<file path="src/rtl/regfile_mp_pkg.sv">
// regfile_mp_pkg: default geometry shared by the register file, its interface and its read ports
package regfile_mp_pkg;
  localparam int DEF_BW_DATA = 32;
  localparam int DEF_BW_ADDR = 5;
  localparam int DEF_NUM_RD  = 2;
  localparam int DEF_NUM_WR  = 2;
endpackage

</file>
<file path="src/rtl/regfile_mp_if.sv">
// regfile_mp_if: packed multi-port read/write bus of the register file
interface regfile_mp_if
  import regfile_mp_pkg::*;
#(
  parameter int BW_DATA = DEF_BW_DATA,
  parameter int BW_ADDR = DEF_BW_ADDR,
  parameter int NUM_RD  = DEF_NUM_RD,
  parameter int NUM_WR  = DEF_NUM_WR
);
  logic [NUM_WR-1:0]         wr_en;
  logic [NUM_WR*BW_ADDR-1:0] wr_addr;
  logic [NUM_WR*BW_DATA-1:0] wr_data;
  logic [NUM_RD*BW_ADDR-1:0] rd_addr;
  logic [NUM_RD*BW_DATA-1:0] rd_data;
  logic                      wr_collision;
  modport master (output wr_en, wr_addr, wr_data, rd_addr, input rd_data, wr_collision);
  modport slave  (input wr_en, wr_addr, wr_data, rd_addr, output rd_data, wr_collision);
endinterface

</file>
<file path="src/rtl/regfile_mp_rdport.sv">
// regfile_mp_rdport: one combinational read port with write bypass and hardwired-zero entry
module regfile_mp_rdport
  import regfile_mp_pkg::*;
#(
  parameter int BW_DATA  = DEF_BW_DATA,
  parameter int BW_ADDR  = DEF_BW_ADDR,
  parameter int NUM_WR   = DEF_NUM_WR,
  parameter bit ZERO_REG = 1'b1,
  parameter bit BYPASS   = 1'b1,
  parameter int DEPTH    = 2**BW_ADDR
) (
  input  logic                             rstn,
  input  logic [DEPTH-1:0][BW_DATA-1:0]    mem,
  input  logic [BW_ADDR-1:0]               rd_addr,
  input  logic [NUM_WR-1:0]                wr_en,
  input  logic [NUM_WR*BW_ADDR-1:0]        wr_addr,
  input  logic [NUM_WR*BW_DATA-1:0]        wr_data,
  output logic [BW_DATA-1:0]               rd_data
);
  // later ports overwrite earlier ones so the highest enabled index is forwarded
  always_comb begin
    rd_data = mem[rd_addr];
    for (int p = 0; p < NUM_WR; p++)
      if (BYPASS && wr_en[p] && wr_addr[p*BW_ADDR +: BW_ADDR] == rd_addr)
        rd_data = wr_data[p*BW_DATA +: BW_DATA];
    if (!rstn || (ZERO_REG && rd_addr == '0)) rd_data = '0;
  end
endmodule

</file>
<file path="src/rtl/regfile_mp.sv">
// regfile_mp: multi-port register file with prioritized writes and a registered collision flag
module regfile_mp
  import regfile_mp_pkg::*;
#(
  parameter int BW_DATA  = DEF_BW_DATA,
  parameter int BW_ADDR  = DEF_BW_ADDR,
  parameter int NUM_RD   = DEF_NUM_RD,
  parameter int NUM_WR   = DEF_NUM_WR,
  parameter bit ZERO_REG = 1'b1,
  parameter bit BYPASS   = 1'b1
) (
  input logic          i_clk,
  input logic          i_rstn,
  regfile_mp_if.slave  bus
);
  localparam int DEPTH = 2**BW_ADDR;
  logic [DEPTH-1:0][BW_DATA-1:0] mem_q, mem_d;
  logic                          coll_q, coll_d;
  function automatic logic live(input logic [BW_ADDR-1:0] a);
    return !ZERO_REG || a != '0;
  endfunction
  // ascending port order lets the highest-index port win on a shared address
  always_comb begin
    mem_d  = mem_q;
    coll_d = 1'b0;
    for (int p = 0; p < NUM_WR; p++) begin
      if (bus.wr_en[p] && live(bus.wr_addr[p*BW_ADDR +: BW_ADDR]))
        mem_d[bus.wr_addr[p*BW_ADDR +: BW_ADDR]] = bus.wr_data[p*BW_DATA +: BW_DATA];
      for (int q = p + 1; q < NUM_WR; q++)
        if (bus.wr_en[p] && bus.wr_en[q] &&
            bus.wr_addr[p*BW_ADDR +: BW_ADDR] == bus.wr_addr[q*BW_ADDR +: BW_ADDR] &&
            live(bus.wr_addr[p*BW_ADDR +: BW_ADDR]))
          coll_d = 1'b1;
    end
  end
  always_ff @(posedge i_clk or negedge i_rstn) begin
    if (!i_rstn) begin
      mem_q  <= '0;
      coll_q <= 1'b0;
    end else begin
      mem_q  <= mem_d;
      coll_q <= coll_d;
    end
  end
  assign bus.wr_collision = coll_q;
  for (genvar r = 0; r < NUM_RD; r++) begin : g_rd
    regfile_mp_rdport #(
      .BW_DATA(BW_DATA), .BW_ADDR(BW_ADDR), .NUM_WR(NUM_WR),
      .ZERO_REG(ZERO_REG), .BYPASS(BYPASS), .DEPTH(DEPTH)
    ) u_rd (
      .rstn   (i_rstn),
      .mem    (mem_q),
      .rd_addr(bus.rd_addr[r*BW_ADDR +: BW_ADDR]),
      .wr_en  (bus.wr_en),
      .wr_addr(bus.wr_addr),
      .wr_data(bus.wr_data),
      .rd_data(bus.rd_data[r*BW_DATA +: BW_DATA])
    );
  end
endmodule

</file>
<file path="src/flat_wrapper.sv">
// flat-port wrapper written by rule: the top's interface ports become plain ports
module regfile_mp_flat import regfile_mp_pkg::*;
#(
  parameter int BW_DATA  = DEF_BW_DATA,
  parameter int BW_ADDR  = DEF_BW_ADDR,
  parameter int NUM_RD   = DEF_NUM_RD,
  parameter int NUM_WR   = DEF_NUM_WR,
  parameter bit ZERO_REG = 1'b1,
  parameter bit BYPASS   = 1'b1
)
  (i_clk, i_rstn, bus_wr_en, bus_wr_addr, bus_wr_data, bus_rd_addr, bus_rd_data, bus_wr_collision);
  regfile_mp_if #(.BW_DATA(BW_DATA), .BW_ADDR(BW_ADDR), .NUM_RD(NUM_RD), .NUM_WR(NUM_WR)) bus_i ();
  input logic i_clk;
  input logic i_rstn;
  input wire logic [$bits(bus_i.wr_en)-1:0] bus_wr_en;
  input wire logic [$bits(bus_i.wr_addr)-1:0] bus_wr_addr;
  input wire logic [$bits(bus_i.wr_data)-1:0] bus_wr_data;
  input wire logic [$bits(bus_i.rd_addr)-1:0] bus_rd_addr;
  output wire logic [$bits(bus_i.rd_data)-1:0] bus_rd_data;
  output wire logic [$bits(bus_i.wr_collision)-1:0] bus_wr_collision;
  assign bus_i.wr_en = bus_wr_en;
  assign bus_i.wr_addr = bus_wr_addr;
  assign bus_i.wr_data = bus_wr_data;
  assign bus_i.rd_addr = bus_rd_addr;
  assign bus_rd_data = bus_i.rd_data;
  assign bus_wr_collision = bus_i.wr_collision;
  regfile_mp #(.BW_DATA(BW_DATA), .BW_ADDR(BW_ADDR), .NUM_RD(NUM_RD), .NUM_WR(NUM_WR), .ZERO_REG(ZERO_REG), .BYPASS(BYPASS)) u_core (.i_clk(i_clk), .i_rstn(i_rstn), .bus(bus_i));
endmodule
</file>
<file path="config.mk">
export PLATFORM = sky130hd
export DESIGN_NAME = regfile_mp_flat
export DESIGN_NICKNAME = d
export VERILOG_FILES = /design/src/rtl/regfile_mp_pkg.sv /design/src/rtl/regfile_mp_if.sv /design/src/rtl/regfile_mp_rdport.sv /design/src/rtl/regfile_mp.sv /design/src/flat_wrapper.sv
export SDC_FILE = /design/constraint.sdc
export NUM_CORES = 2
export LEC_CHECK = 0
export CAP_MARGIN = 20
export CORE_ASPECT_RATIO = 0.7
export CORE_UTILIZATION = 46
export CTS_CLUSTER_DIAMETER = 60
export DETAILED_ROUTE_END_ITERATION = 8
export DONT_BUFFER_PORTS = 1
export HOLD_SLACK_MARGIN = 0.06
export SLEW_MARGIN = 20
export SYNTH_ARGS = -nofsm -noshare
export SYNTH_HDL_FRONTEND = slang
export SYNTH_SLANG_ARGS = --single-unit
export TNS_END_PERCENT = 5
</file>
<file path="constraint.sdc">
create_clock -name i_clk -period 2.7 [get_ports i_clk]
set_input_delay 0.135 -clock i_clk [delete_from_list [all_inputs] [get_ports i_clk]]
set_output_delay 0.135 -clock i_clk [all_outputs]
set_load 0.01 [all_outputs]
</file>
### Word level (Yosys, flattened, before mapping)

Index checks and enable logic that the tools add are counted.

* logic and storage cells: 81
* register bits: 1025
* input port bits: 88
* output and inout bits: 65

* muxes and demuxes: 19
* eq/ne operators: 5
* magnitude comparators: 6
* reductions and logical operators: 18

Operators with widths (number)
* $bwmux 1024: 2
* $mux 1024: 2
* $bmux 32 s5: 2
* $demux 32 s5: 2
* $mux 32: 10
* $eq 5x5->1: 5
* $lt 5x6->1 const B: 4
* $logic_and 1x1->1: 11
* $ge 5x1->1 const B: 2
* $logic_not 5->1: 2
* $reduce_bool 5->1: 2
* $logic_or 1x1->1: 2
* $logic_not 1->1: 1
* $mux 1: 1

### Logic depth before layout (Yosys ltp)

* depth in word-level cells: 8
* gate-level depth with buffers: 9
* gate-level depth less buffers: 5

### By module

Synthesis repeated with hierarchy kept, for this count alone.

* cells, all modules: 7733
* area total of the unflattened synthesis: 69817.0 um^2

By module, submodules not included
* regfile_mp: cells each 6127, seq. area each 25649.6 um^2, times used 1, area an instance 50908.8 um^2
* regfile_mp_rdport: cells each 803, seq. area each 0.0 um^2, times used 2, area an instance 9454.1 um^2

### Worst setup path after synthesis

Ideal clock, no wire load.

* kind: input port to output port
* from: in bus_rd_addr[7]
* to: out bus_rd_data[44]
* path buffers: 3
* slack: 615 ps
* required time: 2565 ps
* data arrival time: 1950 ps
* stages: 7
* cell sequence: buf_2 -> clkbuf_1 -> clkbuf_1 -> mux4_2 -> mux4_2 -> nand3_1 -> nand3_1

* longest elaborated chain between the ends: 5
* elaborated cells on any way between the ends: 11
* classes of those cells: 2 x eq/ne; 5 x mux; 4 x reduce/logical

Ends and longest elaborated chain
* from (decl): RTL line flat_wrapper.sv:18 `input wire logic [$bits(bus_i.rd_addr)-1:0] bus_rd_addr;`
* $bmux 32 s5 or $eq 5x5->1 (tied branches): RTL line regfile_mp_rdport.sv:22, regfile_mp_rdport.sv:24
* $mux 32 (implied by the code) or $logic_and 1x1->1 (tied branches): RTL line regfile_mp_rdport.sv:22, regfile_mp_rdport.sv:24
* $mux 32 (2 in a row): RTL line regfile_mp_rdport.sv:24 `if (BYPASS && wr_en[p] && wr_addr[p*BW_ADDR +: BW_ADDR] == rd_addr)`
* $mux 32 (*): RTL line regfile_mp_rdport.sv:26 `if (!rstn || (ZERO_REG && rd_addr == '0)) rd_data = '0;`
* to (decl): RTL line flat_wrapper.sv:19 `output wire logic [$bits(bus_i.rd_data)-1:0] bus_rd_data;`

Every way passes the cells marked *; elsewhere a longest branch is shown, timed or not. The select of a mux whose other input is x is not followed.

### Final worst setup path

* from: reg u_core.mem_q[440] (netlist name)
* to: out bus_rd_data[56]

* longest elaborated chain between the ends: 5

Ends and longest elaborated chain
* from (decl): RTL line regfile_mp.sv:17 `logic [DEPTH-1:0][BW_DATA-1:0] mem_q, mem_d;`
* from (signal assigned): RTL line regfile_mp.sv:41 `mem_q <= mem_d;`
* $bmux 32 s5: RTL line regfile_mp_rdport.sv:22 `rd_data = mem[rd_addr];`
* $mux 32 (implied by the code): RTL line regfile_mp_rdport.sv:22
* $mux 32 (2 in a row): RTL line regfile_mp_rdport.sv:24
* $mux 32: RTL line regfile_mp_rdport.sv:26

No other way between the ends. The select of a mux whose other input is x is not followed.

==> results.tsv <==
metric	value	unit
power_switching_share	0.3094	
yosys_warnings	0	
cp.arrival	2.81	ns
regToRegSetupSlack	0.77	ns
cts-root-buf	clkbuf_16	
yosysTopAreaCell	dfrtp_1	
start_util	0.4655	
antenna_found_initial	12	
reg2reg_depth	4	
p_seq_frac	0.421	
internal_power	36.74	mW
drt-pass1-iter-count	8	
cts_tree	done	
synthTopCellsByCount	dfrtp_1 (1025), mux2i_1 (971), nand2_1 (676)	
yosysMostFrequentCell	dfrtp_1	
hpwl	142.4	mm
max_freq	339.8	MHz
p_leak	32.87	nW
grt_overflow	0	
status	finished with violations	
clockBufferDepth	3	
grt_max_degree	279	
r2r-end	u_core.mem_q[394]$_DFF_PN0_	
reg2reg_from	u_core.mem_q[394]$_DFF_PN0_	
relSlewSlack	0.1692	
switchingPower	16.46	mW
drt-total-wl	268.4	mm
violations	negative setup slack	
num_rows	114	
layout-drive-gt1-share	0.2082	
ant_nets	0	
p_comb_frac	0.267	
ys_ff_latch	1025	
synth_cell_types	51	
crit_type	reg2out	
synth_top_area_share	0.3974	
min_to	u_core.mem_q[376]$_DFF_PN0_	
worst-slew-pin-transition	1.246	ns
die_h	315.4	um
setup-violations-final	25	
clkTransAtPathRegs	0.06	ns
synth_edf_count	0	
synth_fp_nets	6082	
timing.hold.ws	0.1175	ns
finalClockSkew	0	ns
synth_cells	5994	
min_path_cells	6	
die-area	141800	sq um
power	53.20	mW
syn_area_per_cell	10.77	sq um
port-buffer-count	0	
wl_per_cell	34.56	um
cts_buffers	114	
start_kind	flop	
endpoint_kind	output pin	
synth_area_leaders	dfrtp_1 (40%), mux4_2 (20%), mux2i_1 (15%)	
grt_pass1_wl	381.2	mm
synth_area	64540	sq um
vias	53452	
power_density	713.1	nW/um^2
hp-class	in2reg	
clock_latency	0.75	ns
maxCapViolations	0	
drt_iter0_drc	8950	
grt.total_usage	0.3731	
fin_crit_sh	1.090	
synth.yosys.seq_area_share	0.3974	
area_growth	15.58	%
ios	153	
fill_cells	11700	
gp_congestion	0.9159	
grt_pass1_vias	50427	
drc	0	
cts_max_level	3	
cp.required	2.57	ns
place_ws	-0.8104	ns
hp-start	bus_wr_addr[9]	
die_x	449.7	um
ir_drop	0.5696	mV
nets	5884	
post-route-min-period	2.943	ns
rsz0062_at_grt	yes	
power_frac_clock	0.312	
synthArstFlopShare	1.000	
hold_violations	0	
viasPerCell	6.884	
crit_fanout	3	
fin_ws	-0.2427	ns
drv_slew	0	
synth_ff_type	dfrtp_1	
cts.sinks	1025	
core-area	138600	sq um
[timing repair]
item                        CTS  global route
hold buffers                290             3
hold endpoints to repair   1621            64
gates cloned                  2             0
gates resized for setup      84            54
setup endpoints to repair    64            61
setup buffers                 7             0
pin swaps                    27             9
[per-stage QoR]
| step | utilization | std cells | area (sq um) | setup TNS [ns] |
|---|---|---|---|---|
| 6_report | 0.5381 | 7765 | 74600 | -3.032 |
| 4_1_cts | 0.5353 | 7741 | 74220 | -2.640 |
| 3_3_place_gp | 0.4760 | 7226 | 65990 | 0 |
| 5_1_grt | 0.5378 | 7751 | 74570 | -4.072 |
| 2_1_floorplan | - | 5994 | 64540 | 0 |
| 3_5_place_dp | 0.4773 | 7233 | 66180 | -117.32 |
[worst max-delay path: stages (launching register included)]
cell and delay, ns:
dfrtp_1 0.40, mux4_2 0.51, mux4_2 0.57, a32oi_2 0.27
o21ai_4 0.14, buf_4 0.17
[power groups by stage]
stage          Sequential [mW]  Combinational [mW]  Clock [mW]
2_1_floorplan             21.4                9.79           0
3_3_place_gp              22.1                11.3           0
3_5_place_dp              22.4                11.9           0
4_1_cts                   22.2                13.6        16.6
5_1_grt                   22.8                15.0        17.2
6_report                  22.4                14.2        16.6
[layout make-up]
| cell class | count | area (sq um) | share of cell area |
|---|---|---|---|
| Timing Repair Buffer | 499 | 5997 | 0.08039 |
| Multi-Input combinational cell | 4154 | 36690 | 0.4918 |
| Antenna cell | 20 | 50.05 | 0.0006709 |
| Tap cell | 1856 | 2322 | 0.03113 |
| Inverter | 2 | 7.507 | 0.0001006 |
| Sequential cell | 1025 | 25650 | 0.3438 |
| Clock buffer | 167 | 3364 | 0.04510 |
| Clock inverter | 42 | 519.2 | 0.006960 |
[cells in the final DEF, fill, tap and decap left out, types with 29 or more instances in the layout]
cell type      instances
nand3_1               83
o21ai_0              608
dlygate4sd3_1        218
clkbuf_16            116
mux2i_1              971
a22oi_1               37
nand2_1              645
nand3_2               34
nor2_1               397
a22oi_2               29
mux4_2               578
buf_12               108
a32oi_1              121
a21oi_1              386
dfrtp_1             1025
buf_4                143
[sequential cells by signal (all words and copies together) (netlist names)]
register / count
u_core.mem_q: 1024
u_core.bus.wr_collision: 1
[kinds of logic after synthesis]
family          share of synthesized area
compound gates                     0.1131
xor+xnor                         0.003392
buf+inv                           0.05273
flops                              0.3974
mux                                0.3526
simple gates                      0.08078
[worst max path at each step]
stage / from / endpoint / slack (ns)
2_1_floorplan: bus_rd_addr[7] / bus_rd_data[44] / 0.61
3_3_place_gp: i_rstn / bus_rd_data[19] / 0.18
3_5_place_dp: i_rstn / bus_rd_data[19] / -0.81
4_1_cts: u_core.mem_q[499]$_DFF_PN0_ / bus_rd_data[51] / -0.21
5_1_grt: u_core.mem_q[994]$_DFF_PN0_ / bus_rd_data[34] / -0.28
6_report: u_core.mem_q[440]$_DFF_PN0_ / bus_rd_data[56] / -0.24
[layer usage]
metal | track usage | share of wire
met1 | 0.5077 | 0.38
met5 | 0 | 0.00013
met2 | 0.5132 | 0.41
met4 | 0.1946 | 0.059
met3 | 0.1470 | 0.14
(Power assumes the default switching activity.)
